File: src/rtl/sqrt_pkg.sv
// Shared types and constants for the iterative square-root unit.
// SQRT_ROUND_NEAREST_EN adds a guard iteration and round-to-nearest-even.
package sqrt_pkg;

  typedef enum logic [1:0] {
    IDLE = 2'd0,
    ITER = 2'd1,
    DONE = 2'd2
  } state_t;

  // Exponent encoding used for signed zero.
  function automatic int zero_exp(input int exp_w);
    return -(1 << (exp_w - 3)) + 1;
  endfunction

  // Exponent encoding used for NaN and infinity results.
  function automatic int spec_exp(input int exp_w);
    return 1 << (exp_w - 3);
  endfunction

  // The rounding build needs one extra root bit to act as the guard bit.
  function automatic int niter(input int mant_w);
`ifdef SQRT_ROUND_NEAREST_EN
    return mant_w + 1;
`else
    return mant_w;
`endif
  endfunction

endpackage

File: src/rtl/sqrt_step.sv
// One restoring digit-recurrence step: consumes two radicand bits, yields one root bit.
module sqrt_step #(
  parameter int MANT_W = 11
) (
  input  logic [MANT_W+2:0] rem,
  input  logic [MANT_W:0]   root,
  input  logic [1:0]        pair,
  output logic [MANT_W+2:0] rem_next,
  output logic [MANT_W:0]   root_next
);

  logic [MANT_W+4:0] shifted;
  logic [MANT_W+4:0] trial;
  logic              fits;

  // Compare at full width so no remainder bit is silently dropped.
  always_comb begin
    shifted   = {rem, pair};
    trial     = {2'b00, root, 2'b01};
    fits      = (shifted >= trial);
    rem_next  = fits ? (shifted[MANT_W+2:0] - trial[MANT_W+2:0]) : shifted[MANT_W+2:0];
    root_next = {root[MANT_W-1:0], fits};
  end

endmodule

File: src/rtl/sqrt_iter_param.sv
// Iterative floating-point square root with a valid/ready handshake on both sides.
// Define SQRT_ROUND_NEAREST_EN for round-to-nearest-even; otherwise the root is truncated.
module sqrt_iter_param
  import sqrt_pkg::*;
#(
  parameter int MANT_W = 11,
  parameter int EXP_W  = 7
) (
  input  logic              clk,
  input  logic              rst,
  input  logic              in_valid,
  output logic              in_ready,
  input  logic              sign_in,
  input  logic [EXP_W-1:0]  exp_in,
  input  logic [MANT_W-1:0] mant_in,
  input  logic              is_nan_in,
  input  logic              is_pinf_in,
  input  logic              is_ninf_in,
  output logic              out_valid,
  input  logic              out_ready,
  output logic              sign_out,
  output logic [EXP_W-1:0]  exp_out,
  output logic [MANT_W-1:0] mant_out,
  output logic              nan_out,
  output logic              pinf_out,
  output logic              zero_out
);

  localparam int NITER  = niter(MANT_W);
  localparam int CNT_W  = $clog2(NITER + 1);
  localparam int RAD_W  = 2 * MANT_W + 2;
  localparam int REM_W  = MANT_W + 3;
  localparam int ROOT_W = MANT_W + 1;

  localparam logic [EXP_W-1:0]  ZERO_E   = EXP_W'(zero_exp(EXP_W));
  localparam logic [EXP_W-1:0]  SPEC_E   = EXP_W'(spec_exp(EXP_W));
  localparam logic [MANT_W-1:0] MANT_MSB = {1'b1, {(MANT_W-1){1'b0}}};
  localparam logic [CNT_W-1:0]  NITER_C  = CNT_W'(NITER);
  localparam logic [CNT_W-1:0]  CNT_ONE  = CNT_W'(1);

  state_t              state;
  logic [RAD_W-1:0]    rad;
  logic [REM_W-1:0]    rem;
  logic [ROOT_W-1:0]   root;
  logic [CNT_W-1:0]    cnt;
  logic [EXP_W-1:0]    exp_res;

  logic [REM_W-1:0]    rem_next;
  logic [ROOT_W-1:0]   root_next;
  logic                is_zero;
  logic [EXP_W-1:0]    exp_half;
  logic [RAD_W-1:0]    rad_load;
  logic [MANT_W-1:0]   fin_mant;
  logic [EXP_W-1:0]    fin_exp;

  assign in_ready  = (state == IDLE);
  assign out_valid = (state == DONE);

  sqrt_step #(
    .MANT_W(MANT_W)
  ) u_step (
    .rem      (rem),
    .root     (root),
    .pair     (rad[RAD_W-1 -: 2]),
    .rem_next (rem_next),
    .root_next(root_next)
  );

  // An odd exponent is absorbed by doubling the radicand; the floor shift then halves it exactly.
  always_comb begin
    is_zero  = (exp_in == ZERO_E) && (mant_in == '0);
    exp_half = $signed(exp_in) >>> 1;
    rad_load = exp_in[0] ? {mant_in, {(MANT_W+2){1'b0}}}
                         : {1'b0, mant_in, {(MANT_W+1){1'b0}}};
  end

`ifdef SQRT_ROUND_NEAREST_EN
  logic [MANT_W-1:0] quot;
  logic              guard;
  logic              sticky;
  logic              round_up;
  logic [MANT_W:0]   rounded;

  // Ties go to even; a carry out to 2.0 renormalises into the next binade.
  always_comb begin
    quot     = root_next[MANT_W:1];
    guard    = root_next[0];
    sticky   = |rem_next;
    round_up = guard & (sticky | quot[0]);
    rounded  = {1'b0, quot} + (MANT_W+1)'(round_up);
    if (rounded[MANT_W]) begin
      fin_mant = MANT_MSB;
      fin_exp  = exp_res + EXP_W'(1);
    end else begin
      fin_mant = rounded[MANT_W-1:0];
      fin_exp  = exp_res;
    end
  end
`else
  always_comb begin
    fin_mant = root_next[MANT_W-1:0];
    fin_exp  = exp_res;
  end
`endif

  always_ff @(posedge clk) begin
    if (rst) begin
      state    <= IDLE;
      rad      <= '0;
      rem      <= '0;
      root     <= '0;
      cnt      <= '0;
      exp_res  <= '0;
      sign_out <= 1'b0;
      exp_out  <= '0;
      mant_out <= '0;
      nan_out  <= 1'b0;
      pinf_out <= 1'b0;
      zero_out <= 1'b0;
    end else begin
      case (state)
        IDLE: begin
          if (in_valid) begin
            nan_out  <= 1'b0;
            pinf_out <= 1'b0;
            zero_out <= 1'b0;
            // Zero is tested before sign so that -0 keeps its sign instead of becoming NaN.
            if (is_nan_in || is_ninf_in) begin
              nan_out  <= 1'b1;
              sign_out <= 1'b1;
              exp_out  <= SPEC_E;
              mant_out <= MANT_MSB;
              state    <= DONE;
            end else if (is_pinf_in) begin
              pinf_out <= 1'b1;
              sign_out <= 1'b0;
              exp_out  <= SPEC_E;
              mant_out <= '0;
              state    <= DONE;
            end else if (is_zero) begin
              zero_out <= 1'b1;
              sign_out <= sign_in;
              exp_out  <= ZERO_E;
              mant_out <= '0;
              state    <= DONE;
            end else if (sign_in) begin
              nan_out  <= 1'b1;
              sign_out <= 1'b1;
              exp_out  <= SPEC_E;
              mant_out <= MANT_MSB;
              state    <= DONE;
            end else begin
              sign_out <= 1'b0;
              rad      <= rad_load;
              rem      <= '0;
              root     <= '0;
              cnt      <= NITER_C;
              exp_res  <= exp_half;
              state    <= ITER;
            end
          end
        end
        ITER: begin
          rad  <= {rad[RAD_W-3:0], 2'b00};
          rem  <= rem_next;
          root <= root_next;
          cnt  <= cnt - CNT_ONE;
          if (cnt == CNT_ONE) begin
            mant_out <= fin_mant;
            exp_out  <= fin_exp;
            sign_out <= 1'b0;
            state    <= DONE;
          end
        end
        DONE: begin
          if (out_ready) begin
            state <= IDLE;
          end
        end
        default: begin
          state <= IDLE;
        end
      endcase
    end
  end

endmodule

File: config.mk
export PLATFORM = sky130hd
export DESIGN_NAME = sqrt_iter_param
export DESIGN_NICKNAME = d
export VERILOG_FILES = /design/src/rtl/sqrt_pkg.sv /design/src/rtl/sqrt_step.sv /design/src/rtl/sqrt_iter_param.sv
export SDC_FILE = /design/constraint.sdc
export NUM_CORES = 1
export LEC_CHECK = 0
export ABC_CLOCK_PERIOD_IN_PS = 2750
export BUFFER_PORTS_ARGS = -buffer_cell sky130_fd_sc_hd__buf_2
export CORE_ASPECT_RATIO = 0.75
export CORE_MARGIN = 2
export CORE_UTILIZATION = 40
export CTS_CLUSTER_SIZE = 25
export DETAILED_ROUTE_END_ITERATION = 6
export PLACE_DENSITY = 0.67
export SLEW_MARGIN = 25
export SYNTH_ARGS = -nofsm -noshare
export SYNTH_HDL_FRONTEND = slang
export SYNTH_SLANG_ARGS = --single-unit
File: constraint.sdc
create_clock -name clk -period 2.75 [get_ports clk]
set_input_delay 0.275 -clock clk [delete_from_list [all_inputs] [get_ports clk]]
set_output_delay 0.275 -clock clk [all_outputs]
set_load 0.02 [all_outputs]
# Word-level counts from Yosys, hierarchy flattened

Cells that the tools add are included.

Flip-flop bits (word level): 84

Add/sub/neg operators: 2
$lt $le $gt $ge: 1
Equal/unequal tests: 12
Mux-type cells: 63
Bitwise logic cells: 4
Reductions and logical operators: 11

Operators with widths:

| cell                                                  | number |
|---|---|
| two-way mux 24 bit                                    | 6 |
| two-way mux 14 bit                                    | 6 |
| two-way mux 11 bit                                    | 6 |
| two-way mux 12 bit                                    | 5 |
| one-hot mux 24 bit (2 select lines)                   | 1 |
| two-way mux 7 bit                                     | 6 |
| one-hot mux 14 bit (2 select lines)                   | 1 |
| one-hot mux 12 bit (2 select lines)                   | 1 |
| one-hot mux 11 bit (2 select lines)                   | 1 |
| two-way mux 4 bit                                     | 5 |
| >= comparator 16 x 14 -> 1 bit                        | 1 |
| two-way mux 1 bit                                     | 14 |
| two-way mux 2 bit                                     | 7 |
| one-hot mux 7 bit (2 select lines)                    | 1 |
| subtractor 14 bit                                     | 1 |
| inequality test 2 bit, second input constant          | 6 |
| AND reduction 6 bit                                   | 2 |
| zero test 11 bit                                      | 1 |
| one-hot mux 4 bit (2 select lines)                    | 1 |
| equality test 7 bit, second input constant            | 1 |
| one-hot mux 2 bit (3 select lines)                    | 1 |
| AND reduction 3 bit                                   | 2 |
| inequality test 5 x 1 -> 1 bit, second input constant | 1 |
| equality test 4 x 1 -> 1 bit, second input constant   | 1 |
| 12 further kinds                                      | 15 |

# Longest topological paths before layout

Word-level depth: 7
Gate-level depth with buffers: 10
Gate-level depth less buffers: 8

# Modules after synthesis

Synthesis repeated with hierarchy kept, for this count alone.

Cells, all modules: 520
Area total of the unflattened synthesis: 4311.6 µm²

Modules (own cells, without submodules):

| module          | instances | cells an instance | area an instance (µm²) | sequential area each (µm²) |
|---|---|---|---|---|
| sqrt_iter_param | 1         | 383               | 3221.8                 | 1421.4 |
| sqrt_step       | 1         | 137               | 1089.8                 | 0.0 |

# Least setup slack after synthesis

OpenSTA, ideal clock, no wires.

Kind: register to register
Start: register root[0]
End: register rem[4]
Library setup time: 128 ps
Arrival time: 2182 ps
Slack: 440 ps
Stages on the path, launching flop included: 10
Buffers on the path: 1
Cell sequence: dfxtp_1 > inv_1 > ha_1 > nor2b_1 > o21ai_0 > nand3_1 > a21boi_2 > clkbuf_1 > mux2i_1 > o21ai_0

Cells in the longest elaborated chain, start to end: 3

RTL lines:

| what                                                                       | line                             | RTL |
|---|---|---|
| start, declared                                                            | sqrt_iter_param.sv:44            | `logic [ROOT_W-1:0] root;` |
| start signal, assigned                                                     | sqrt_iter_param.sv:166           | `root <= root_next;` |
| subtractor 14 bit / >= comparator 16 x 14 -> 1 bit (equally long branches) | sqrt_step.sv:21, sqrt_step.sv:20 |  |
| two-way mux 14 bit (*)                                                     | sqrt_step.sv:21                  | `rem_next = fits ? (shifted[MANT_W+2:0] - trial[MANT_W+2:0]) : shifted[MANT_W+2:0];` |
| one-hot mux 14 bit (2 select lines) (*)                                    | sqrt_iter_param.sv:121           | `case (state)` |
| end signal, assigned                                                       | sqrt_iter_param.sv:165           | `rem <= rem_next;` |
| end, declared                                                              | sqrt_iter_param.sv:43            | `logic [REM_W-1:0] rem;` |

Mark *: on every way between the ends. The rest lies on a longest branch, timed or not.
A chain may end at the register's enable or synchronous reset.

# Worst setup path in the final report

Start: register root[7]
End: register rem[10]

Same word-level chain as after synthesis.

==> results.json <==
{
  "drt_iter0_markers": 257,
  "path_max_fanout": 8,
  "ys_seq_area_frac": 0.373,
  "rsz0062_at_grt": "false",
  "grt_pass1_vias": 2994,
  "cap_viol_max_count": 0,
  "place.gp.congestion": 0.893,
  "power_density_mw_per_mm2": 525,
  "grt-ovfl-total": 0,
  "port_buffers": 49,
  "wl_met3_um": 532,
  "synth_cell_types": 50,
  "fin_crit_sh": 0.879,
  "tns_ns": 0,
  "grt_max_degree": 41,
  "cts_tree": "built",
  "worstMarginPinSlew_ns": 0.646,
  "core-area_mm2": 0.00916,
  "worst_setup_path_start_kind": "register",
  "ctsHoldBuffers": 0,
  "cts_made_buffers": 9,
  "clock_tree.buffer_depth": 2,
  "grt_pass1_wl_um": 15000,
  "dr_wl_met2_um": 3880,
  "worstSetupPathType": "register to register",
  "n_antenna_cell": 0,
  "clock_latency_ns": 0.33,
  "syn_avg_cell_area_um2": 8.23,
  "min_path_type": "input pin to register",
  "wl_met1_um": 4910,
  "synth-edff-count": 0,
  "syn_to_final_growth_pct": 17.0,
  "first_pass_iters": 4,
  "ys_ff_latch": 71,
  "rows": 30,
  "fin_cells": 642,
  "synth-async-reset-ratio": 0,
  "cts_resized": 0,
  "fin_skew_ns": 0.00608,
  "yosysWarnings": 0,
  "via_per_inst": 5.32,
  "fin_nets": 551,
  "cts_setup_buffers": 0,
  "grt_antenna_before_repair": 0,
  "drt-total-wl_um": 9390,
  "fmax_mhz": 414,
  "clockRootBuffer": "clkbuf_16",
  "wl_per_cell_um": 14.6,
  "place_inst": 626,
  "drive_gt1_frac": 0.160,
  "synth-main-ff-cell": "dfxtp_1",
  "die_y_um": 88.5,
  "die_area_mm2": 0.0103,
  "cts_max_level": 3,
  "synthesis.area_mm2": 0.00381,
  "fp.dieW_um": 117,
  "vias": 3413,
  "clk_pin_slew_ns": 0.05,
  "ir_drop_mv": 0.295,
  "drc": 0,
  "cp.required_ns": 2.96,
  "synth_fp_nets": 505,
  "start_util": 0.416,
  "worstPathArrival_ns": 2.63,
  "routed.top_layer": "met4",
  "synthCells": 463,
  "slew_viol_final": 0,
  "crit_path_end_kind": "register",
  "mostFrequentLayoutCell": "dfxtp_1",
  "status": "complete, no violations",
  "p_leak_uw": 0.00190,
  "clock-sinks": 71,
  "final_cell_mix": "dfxtp_1 (71), nor2_1 (61), buf_2 (49), o21ai_0 (39), nand2_1 (38)",
  "period_needed_ns": 2.42,
  "dp_hpwl_um": 6860,
  "setup_viol": 0,
  "num_io_pins": 50,
  "final_hold_viol_count": 0,
  "grt_usage": 0.186,
  "final_antenna_net_count": 0,
  "slew_headroom": 0.569
}
[metrics by stage]
step / power (uW) / hold slack (ns) / setup slack (ns) / util / instance area [um2]
3_5_place_dp: 1280 / 0.444 / 0.331 / 0.456 / 4180
4_1_cts: 2350 / 0.200 / 0.386 / 0.487 / 4460
6_report: 2340 / 0.204 / 0.333 / 0.487 / 4460
2_1_floorplan: 1210 / 0.422 / 0.440 / - / 3810
3_3_place_gp: 1270 / 0.439 / 0.377 / 0.456 / 4180
5_1_grt: 2430 / 0.202 / 0.197 / 0.487 / 4460
[cells in the mapped netlist (7+ instances only)]
master	n	area share
dfxtp_1	71	0.37
nor2_1	61	0.060
o21ai_0	39	0.051
nand2_1	38	0.037
mux2i_1	34	0.089
a21oi_1	30	0.039
inv_1	23	0.023
clkbuf_1	19	0.019
ha_1	16	0.053
nand3b_1	11	0.022
nor3_1	9	0.012
xnor2_1	9	0.021
nand3_1	8	0.011
or3_1	7	0.011
[where the power goes]
group          switching, uW  total (uW)  internal [uW]
Clock                    426        1080            657
Combinational            121         205           83.6
Sequential              9.45        1050           1040
[registers in the layout, summed over array words and instances, names as in the netlist]
| name | cells |
|---|---|
| sign_out | 1 |
| zero_out | 1 |
| rad | 12 |
| mant_out | 11 |
| exp_out | 6 |
| rem | 14 |
| exp_res | 6 |
| state | 2 |
| pinf_out | 1 |
| cnt | 4 |
| root | 12 |
| nan_out | 1 |
[worst max-delay path, stage by stage (launching register included)]
cell and delay, ns:
dfxtp_1 0.33, inv_1 0.08, ha_1 0.43, a21oi_1 0.10
o21ai_0 0.25, o21ai_0 0.19, a21boi_2 0.20, buf_4 0.18
nor4bb_1 0.41, o31ai_1 0.11
[path summary, 6_finish.rpt]
path | start | endpoint | slack, ns | cells after the start
min | exp_in[6] | exp_res[5]$_SDFFE_PP0P_ | 0.20 | 3
max | root[7]$_SDFFE_PP0P_ | rem[10]$_SDFFE_PP0P_ | 0.33 | 9
min reg2reg | pinf_out$_SDFFE_PP0P_ | pinf_out$_SDFFE_PP0P_ | 0.45 | 2
max reg2reg | root[7]$_SDFFE_PP0P_ | rem[10]$_SDFFE_PP0P_ | 0.33 | 9
[logic make-up after synthesis]
logic type	Yosys count	share of synthesized area
AO/OA/AOI/OAI	113	0.186
buffers and inverters	49	0.0562
flip-flops	71	0.373
XOR/XNOR	13	0.0299
AND/OR/NAND/NOR	166	0.211
multiplexers	35	0.0923
adder cells (fa/ha/maj)	16	0.0525
[final cells by class]
cell class / count / area (um2)
multi-input cells: 343 / 2180
clock buffers: 13 / 260
fillers: 919 / 4700
inverters: 23 / 86.3
well taps: 128 / 160
clock inverters: 3 / 17.5
repair buffers: 61 / 335
flip-flops and latches: 71 / 1420
[routing by layer]
layer | GRT usage | vias up
li1 | - | 1716
met1 | 0.284 | 1597
met2 | 0.258 | 92
met4 | 0.0406 | 0
met3 | 0.0527 | 8
met5 | 0 | -
Power figures use the tool's default switching activity.
